[config.mk]
export PLATFORM = sky130hd
export DESIGN_NAME = mips_multi
export DESIGN_NICKNAME = d
export VERILOG_FILES = /design/src/rtl/mips_multi.sv
export SDC_FILE = /design/constraint.sdc
export NUM_CORES = 2
export LEC_CHECK = 0
export CORE_UTILIZATION = 55
export DETAILED_ROUTE_END_ITERATION = 8
export PLACE_DENSITY = 0.76
export SLEW_MARGIN = 20
export SYNTH_ARGS = -nofsm -noshare
export SYNTH_HDL_FRONTEND = slang
export SYNTH_SLANG_ARGS = --single-unit
[constraint.sdc]
create_clock -name clk -period 10.38 [get_ports clk]
set_input_delay 2.076 -clock clk [delete_from_list [all_inputs] [get_ports clk]]
set_output_delay 2.076 -clock clk [all_outputs]
set_load 0.01 [all_outputs]
[src/rtl/mips_multi.sv]
`default_nettype none
`timescale 1ns/1ps
// +----------------------------------------------------------------------------+
// | mips_multi : multicycle MIPS core with one unified ready-handshake memory  |
// |              port. Optional trap: MIPS_MULTI_ILLEGAL_TRAP_EN.              |
// | Revision   : 1.0                                                           |
// +----------------------------------------------------------------------------+
module mips_multi #(
  parameter logic [31:0] RESET_PC = 32'h0000_0000,
  parameter int          CNT_W    = 32
) (
  input  logic             clk,
  input  logic             reset,
  output logic [31:0]      mem_addr,
  output logic [31:0]      mem_wdata,
  input  logic [31:0]      mem_rdata,
  output logic             mem_read,
  output logic             mem_write,
  input  logic             mem_ready,
  output logic [31:0]      pc,
  output logic [CNT_W-1:0] instr_count,
  output logic [CNT_W-1:0] cycle_count,
  output logic             illegal
);

  typedef enum logic [3:0] {
    S_FETCH  = 4'd0,
    S_DECODE = 4'd1,
    S_MEMADR = 4'd2,
    S_MEMRD  = 4'd3,
    S_MEMWB  = 4'd4,
    S_MEMWR  = 4'd5,
    S_EXEC   = 4'd6,
    S_RWB    = 4'd7,
    S_BRANCH = 4'd8,
    S_JUMP   = 4'd9,
    S_ADDIEX = 4'd10,
    S_ADDIWB = 4'd11
`ifdef MIPS_MULTI_ILLEGAL_TRAP_EN
    , S_HALT = 4'd12
`endif
  } state_t;

  localparam logic [5:0] c_OP_RTYPE = 6'h00;
  localparam logic [5:0] c_OP_J     = 6'h02;
  localparam logic [5:0] c_OP_BEQ   = 6'h04;
  localparam logic [5:0] c_OP_BNE   = 6'h05;
  localparam logic [5:0] c_OP_ADDI  = 6'h08;
  localparam logic [5:0] c_OP_LW    = 6'h23;
  localparam logic [5:0] c_OP_SW    = 6'h2B;
  localparam logic [5:0] c_F_ADD    = 6'h20;
  localparam logic [5:0] c_F_SUB    = 6'h22;
  localparam logic [5:0] c_F_AND    = 6'h24;
  localparam logic [5:0] c_F_OR     = 6'h25;
  localparam logic [5:0] c_F_SLT    = 6'h2A;

  state_t      r_state, w_next;
  logic [31:0] r_pc, r_ir, r_mdr, r_a, r_b, r_alu;
  logic [31:0] r_rf [0:31];
  logic [CNT_W-1:0] r_icnt, r_ccnt;

  logic [5:0]  w_op, w_funct;
  logic [4:0]  w_rs, w_rt, w_rd;
  logic [31:0] w_imm, w_rs_val, w_rt_val, w_alu_res;
  logic        w_retire, w_taken;
  logic        w_rf_we;
  logic [4:0]  w_rf_waddr;
  logic [31:0] w_rf_wdata;
  logic        w_unused_shamt;

  assign w_op           = r_ir[31:26];
  assign w_rs           = r_ir[25:21];
  assign w_rt           = r_ir[20:16];
  assign w_rd           = r_ir[15:11];
  assign w_funct        = r_ir[5:0];
  assign w_imm          = {{16{r_ir[15]}}, r_ir[15:0]};
  assign w_unused_shamt = ^r_ir[10:6];

  // r0 is hardwired to zero on the read side; writes to it are dropped below
  assign w_rs_val = (w_rs == 5'd0) ? 32'd0 : r_rf[w_rs];
  assign w_rt_val = (w_rt == 5'd0) ? 32'd0 : r_rf[w_rt];
  assign w_taken  = ((w_op == c_OP_BEQ) && (r_a == r_b)) ||
                    ((w_op == c_OP_BNE) && (r_a != r_b));

  always_comb begin
    w_alu_res = 32'd0;
    case (w_funct)
      c_F_ADD: w_alu_res = r_a + r_b;
      c_F_SUB: w_alu_res = r_a - r_b;
      c_F_AND: w_alu_res = r_a & r_b;
      c_F_OR:  w_alu_res = r_a | r_b;
      c_F_SLT: w_alu_res = {31'd0, $signed(r_a) < $signed(r_b)};
      default: w_alu_res = 32'd0;
    endcase
  end

`ifdef MIPS_MULTI_ILLEGAL_TRAP_EN
  logic w_funct_ok;
  assign w_funct_ok = (w_funct == c_F_ADD) || (w_funct == c_F_SUB) ||
                      (w_funct == c_F_AND) || (w_funct == c_F_OR)  ||
                      (w_funct == c_F_SLT);
  assign illegal    = (r_state == S_HALT);
`else
  assign illegal    = 1'b0;
`endif

  always_ff @(posedge clk) begin
    if (reset) r_state <= S_FETCH;
    else       r_state <= w_next;
  end

  always_comb begin
    w_next     = r_state;
    w_retire   = 1'b0;
    mem_read   = 1'b0;
    mem_write  = 1'b0;
    w_rf_we    = 1'b0;
    w_rf_waddr = w_rt;
    w_rf_wdata = r_mdr;
    case (r_state)
      S_FETCH: begin
        mem_read = 1'b1;
        if (mem_ready) w_next = S_DECODE;
      end
      S_DECODE: begin
        case (w_op)
          c_OP_LW, c_OP_SW:   w_next = S_MEMADR;
          c_OP_RTYPE:         w_next = S_EXEC;
          c_OP_BEQ, c_OP_BNE: w_next = S_BRANCH;
          c_OP_ADDI:          w_next = S_ADDIEX;
          c_OP_J:             w_next = S_JUMP;
          default: begin
`ifdef MIPS_MULTI_ILLEGAL_TRAP_EN
            w_next   = S_HALT;
`else
            w_next   = S_FETCH;
            w_retire = 1'b1;
`endif
          end
        endcase
      end
      S_MEMADR: w_next = (w_op == c_OP_LW) ? S_MEMRD : S_MEMWR;
      S_MEMRD: begin
        mem_read = 1'b1;
        if (mem_ready) w_next = S_MEMWB;
      end
      S_MEMWB: begin
        w_rf_we  = 1'b1;
        w_next   = S_FETCH;
        w_retire = 1'b1;
      end
      S_MEMWR: begin
        mem_write = 1'b1;
        if (mem_ready) begin
          w_next   = S_FETCH;
          w_retire = 1'b1;
        end
      end
`ifdef MIPS_MULTI_ILLEGAL_TRAP_EN
      S_EXEC:   w_next = w_funct_ok ? S_RWB : S_HALT;
      S_HALT:   w_next = S_HALT;
`else
      S_EXEC:   w_next = S_RWB;
`endif
      S_RWB: begin
        w_rf_we    = 1'b1;
        w_rf_waddr = w_rd;
        w_rf_wdata = r_alu;
        w_next     = S_FETCH;
        w_retire   = 1'b1;
      end
      S_ADDIEX: w_next = S_ADDIWB;
      S_ADDIWB: begin
        w_rf_we    = 1'b1;
        w_rf_wdata = r_alu;
        w_next     = S_FETCH;
        w_retire   = 1'b1;
      end
      S_BRANCH, S_JUMP: begin
        w_next   = S_FETCH;
        w_retire = 1'b1;
      end
      default: w_next = S_FETCH;
    endcase
    // a request in flight is abandoned as soon as reset is seen
    if (reset) begin
      mem_read  = 1'b0;
      mem_write = 1'b0;
    end
  end

  always_ff @(posedge clk) begin
    if (reset) begin
      r_pc  <= RESET_PC;
      r_ir  <= 32'd0;
      r_mdr <= 32'd0;
      r_a   <= 32'd0;
      r_b   <= 32'd0;
      r_alu <= 32'd0;
    end else begin
      case (r_state)
        S_FETCH: if (mem_ready) begin
          r_ir <= mem_rdata;
          r_pc <= r_pc + 32'd4;
        end
        S_DECODE: begin
          r_a   <= w_rs_val;
          r_b   <= w_rt_val;
          r_alu <= r_pc + {w_imm[29:0], 2'b00};
        end
        S_MEMADR, S_ADDIEX: r_alu <= r_a + w_imm;
        S_MEMRD:  if (mem_ready) r_mdr <= mem_rdata;
        S_EXEC:   r_alu <= w_alu_res;
        S_BRANCH: if (w_taken) r_pc <= r_alu;
        S_JUMP:   r_pc <= {r_pc[31:28], r_ir[25:0], 2'b00};
        default: ;
      endcase
    end
  end

  always_ff @(posedge clk) begin
    if (!reset && w_rf_we && (w_rf_waddr != 5'd0)) r_rf[w_rf_waddr] <= w_rf_wdata;
  end

  always_ff @(posedge clk) begin
    if (reset) begin
      r_icnt <= '0;
      r_ccnt <= '0;
    end else begin
      r_ccnt <= r_ccnt + CNT_W'(1);
      if (w_retire) r_icnt <= r_icnt + CNT_W'(1);
    end
  end

  assign mem_addr    = ((r_state == S_MEMRD) || (r_state == S_MEMWR)) ? r_alu : r_pc;
  assign mem_wdata   = r_b;
  assign pc          = r_pc;
  assign instr_count = r_icnt;
  assign cycle_count = r_ccnt;

endmodule
`default_nettype wire

==> impl_metrics.py <==
metrics = {
    "global_route": {
        "grt_pass1_wl_mm": 309.1,
        "grt_max_degree": 159,
        "grt_usage_pct": 35.01,
        "grt_pass1_vias": 45210,
        "antenna_found_initial": 7,
        "grt-ovfl-total": 0,
    },
    "sta": {
        "drv_slew": 0,
        "rsz0062_at_grt": "false",
        "worstMarginPinSlew_ns": 1.121,
        "setup_ws_ns": 4.901,
        "final-setup-viol-count": 0,
        "final_hold_viol_count": 0,
        "slew_headroom_pct": 25.30,
        "fmax_mhz": 182.5,
        "period_needed_ns": 5.479,
        "tns_ns": 0,
        "finClkSkew_ns": 0.04346,
        "period_share_pct": 52.78,
        "holdWs_ns": 0.4501,
    },
    "cells_and_area": {
        "final_common_cell": "edfxtp_1",
        "final_cell_mix": "edfxtp_1, mux4_2, nor2_1",
        "drive_above_1_share_pct": 22.08,
        "synthToLayoutAreaGrowth_pct": 12.76,
        "nets": 5002,
        "fill_cells": 8520,
        "design_area_mm2": 0.07522,
    },
    "setup_path": {
        "r2r_cells": 10,
        "cp-endpoint": "mem_read",
        "path_class": "in2out",
        "path_max_fanout": 109,
        "arrival_ns": 3.40,
        "cp-startpoint": "reset",
        "r2r_start": "r_state[2]$_SDFFE_PP0P_",
        "cp.required_ns": 8.30,
        "reg2reg_slack_ns": 5.43,
        "cp-end-kind": "primary output",
        "cp-start-kind": "input pin",
        "reg2reg_to": "r_rf[2][23]$_DFFE_PP_",
    },
    "yosys": {
        "synth-edff-count": 1024,
        "ys_async_sr_fraction_pct": 0,
        "ys.flop_type": "edfxtp_1",
        "synth_area_per_cell_um2": 14.32,
        "ys_ff_latch": 1294,
        "syn_area_mm2": 0.06671,
        "ys.warnings.count": 0,
        "synthCells": 4658,
        "yosysUniqueCellTypes": 95,
        "yosysSeqAreaShare_pct": 54.20,
    },
    "clocking": {
        "cts_setup_buffers": 0,
        "cts_hold_buf": 0,
        "cts-root-buf": "clkbuf_16",
        "clock_latency_ns": 0.81,
        "clk_pin_slew_worst_paths_ns": 0.05,
        "clk_path_buf_depth": 3,
        "cts.sinks": 1294,
        "tritoncts": "done",
        "cts_resized": 0,
        "h-tree-depth": 4,
        "cts_buffers": 135,
    },
    "min_path": {
        "min_path_type": "reg2reg",
        "min-delay-start": "r_mdr[6]$_SDFFE_PP0P_",
    },
    "detailed_routing": {
        "first_pass_iters": 7,
        "postRouteAntennaNets": 0,
        "vias": 45920,
        "dr.first_iter.drc_count": 6424,
        "wl_mm": 214.3,
        "drc": 0,
        "wl_per_cell_um": 32.82,
        "via_per_inst": 7.035,
    },
    "placed_design": {
        "placed_cell_area_mm2": 0.07073,
        "place_congestion": 1.016,
        "post-place-ws_ns": 4.934,
        "place.port_buffers": 196,
        "dpl.hpwl_mm": 128.3,
    },
    "floorplanning": {
        "io_pins": 198,
        "initial_core_util_pct": 55.53,
        "dieArea_mm2": 0.1227,
        "dieHeight_um": 350.3,
        "core_mm2": 0.1201,
        "fp.dieW_um": 350.3,
        "std_cell_rows": 127,
    },
    "power": {
        "leakagePower_nw": 21.63,
        "pwr_density_cell_mw_per_mm2": 177.9,
        "ir_worst_vdd_mv": 0.1854,
    },
    "outcome": {
        "outcome": "finished, final reports clean",
    },
    "flow_run": {
        "cap_violations": 0,
    },
}
## worst min path at each step
stage / end / cells after the start
4_1_cts: r_mdr[22]$_SDFFE_PP0P_ / 2
6_report: r_mdr[6]$_SDFFE_PP0P_ / 2
2_1_floorplan: r_mdr[0]$_SDFFE_PP0P_ / 2
5_1_grt: r_mdr[22]$_SDFFE_PP0P_ / 2
3_3_place_gp: r_mdr[18]$_SDFFE_PP0P_ / 2
3_5_place_dp: r_mdr[22]$_SDFFE_PP0P_ / 2
## power by group
part / internal, mW / leakage [nW] / total (mW) / switching, mW
clock network: 2.77 / 2.17 / 4.94 / 2.17
logic: 1.05 / 9.65 / 2.54 / 1.49
registers: 5.64 / 9.82 / 5.90 / 0.264
## registers in the layout (all words and copies together) (netlist names), named ones only
register	flops
pc	32
r_rf	1024
r_a	32
r_ir	32
cycle_count	32
mem_wdata	32
r_state	4
r_mdr	32
r_alu	32
instr_count	32
## cells in the mapped netlist, drive strengths merged (28+ instances only)
| cell type | number | area share, % |
|---|---|---|
| a211oi | 30 | 0.35 |
| a21o | 33 | 0.37 |
| a21oi | 294 | 2.2 |
| a221oi | 29 | 0.38 |
| a31oi | 31 | 0.29 |
| and3 | 30 | 0.28 |
| buf | 74 | 0.44 |
| clkbuf | 235 | 1.3 |
| dfxtp | 270 | 8.1 |
| edfxtp | 1024 | 46 |
| ha | 159 | 3.0 |
| inv | 126 | 0.71 |
| mux2 | 66 | 1.1 |
| mux2i | 75 | 1.1 |
| mux4 | 640 | 22 |
| nand2 | 318 | 1.8 |
| nand3 | 66 | 0.50 |
| nand4 | 28 | 0.26 |
| nor2 | 415 | 2.4 |
| nor3 | 55 | 0.44 |
| nor4 | 31 | 0.30 |
| o21ai | 151 | 1.1 |
| xnor2 | 84 | 1.1 |
| xor2 | 64 | 0.84 |
## cells by family after synthesis
logic type / Yosys count / synth area share, %
muxes: 781 / 23.85
buffers and inverters: 435 / 2.474
other: 1 / 0.005621
xor gates and xnor gates: 148 / 1.943
adders and majority gates: 163 / 3.102
and+or+nand+nor: 1056 / 7.097
AOI/OAI and AO/OA: 780 / 7.335
DFF: 1294 / 54.20
## worst max-delay path: stages
cell and delay, ns:
buf_8 0.25, nor4_1 0.41, clkdlybuf4s50_1 0.61
## layout make-up
class	instances	area (µm²)	share of cell area, %
timing repair buffer	286	2705	3.596
multi-input combinational	2961	29350	39.02
antenna	1	2.502	0.003327
sequential	1294	36190	48.11
clock inverter	76	899.6	1.196
clock buffer	172	3587	4.769
tap	1612	2017	2.681
inverter	126	473.0	0.6288
## metal layers
metal	routed length, µm	vias to the layer above	GRT usage [%]
met5	41	-	0
met4	13150	6	19.56
met3	25050	708	7.995
met2	101600	3254	55.87
met1	74390	23220	44.47
li1	-	18740	-
## stage by stage
| stage | instances | total power [mW] | util, % |
|---|---|---|---|
| detailed placement | 6279 | 8.484 | 58.88 |
| global route | 6527 | 13.76 | 62.61 |
| global placement | 6279 | 8.455 | 58.87 |
| CTS | 6527 | 13.37 | 62.61 |
| finish | 6528 | 13.38 | 62.62 |
| floorplan | 4690 | 7.579 | - |
(Power assumes the default switching activity.)
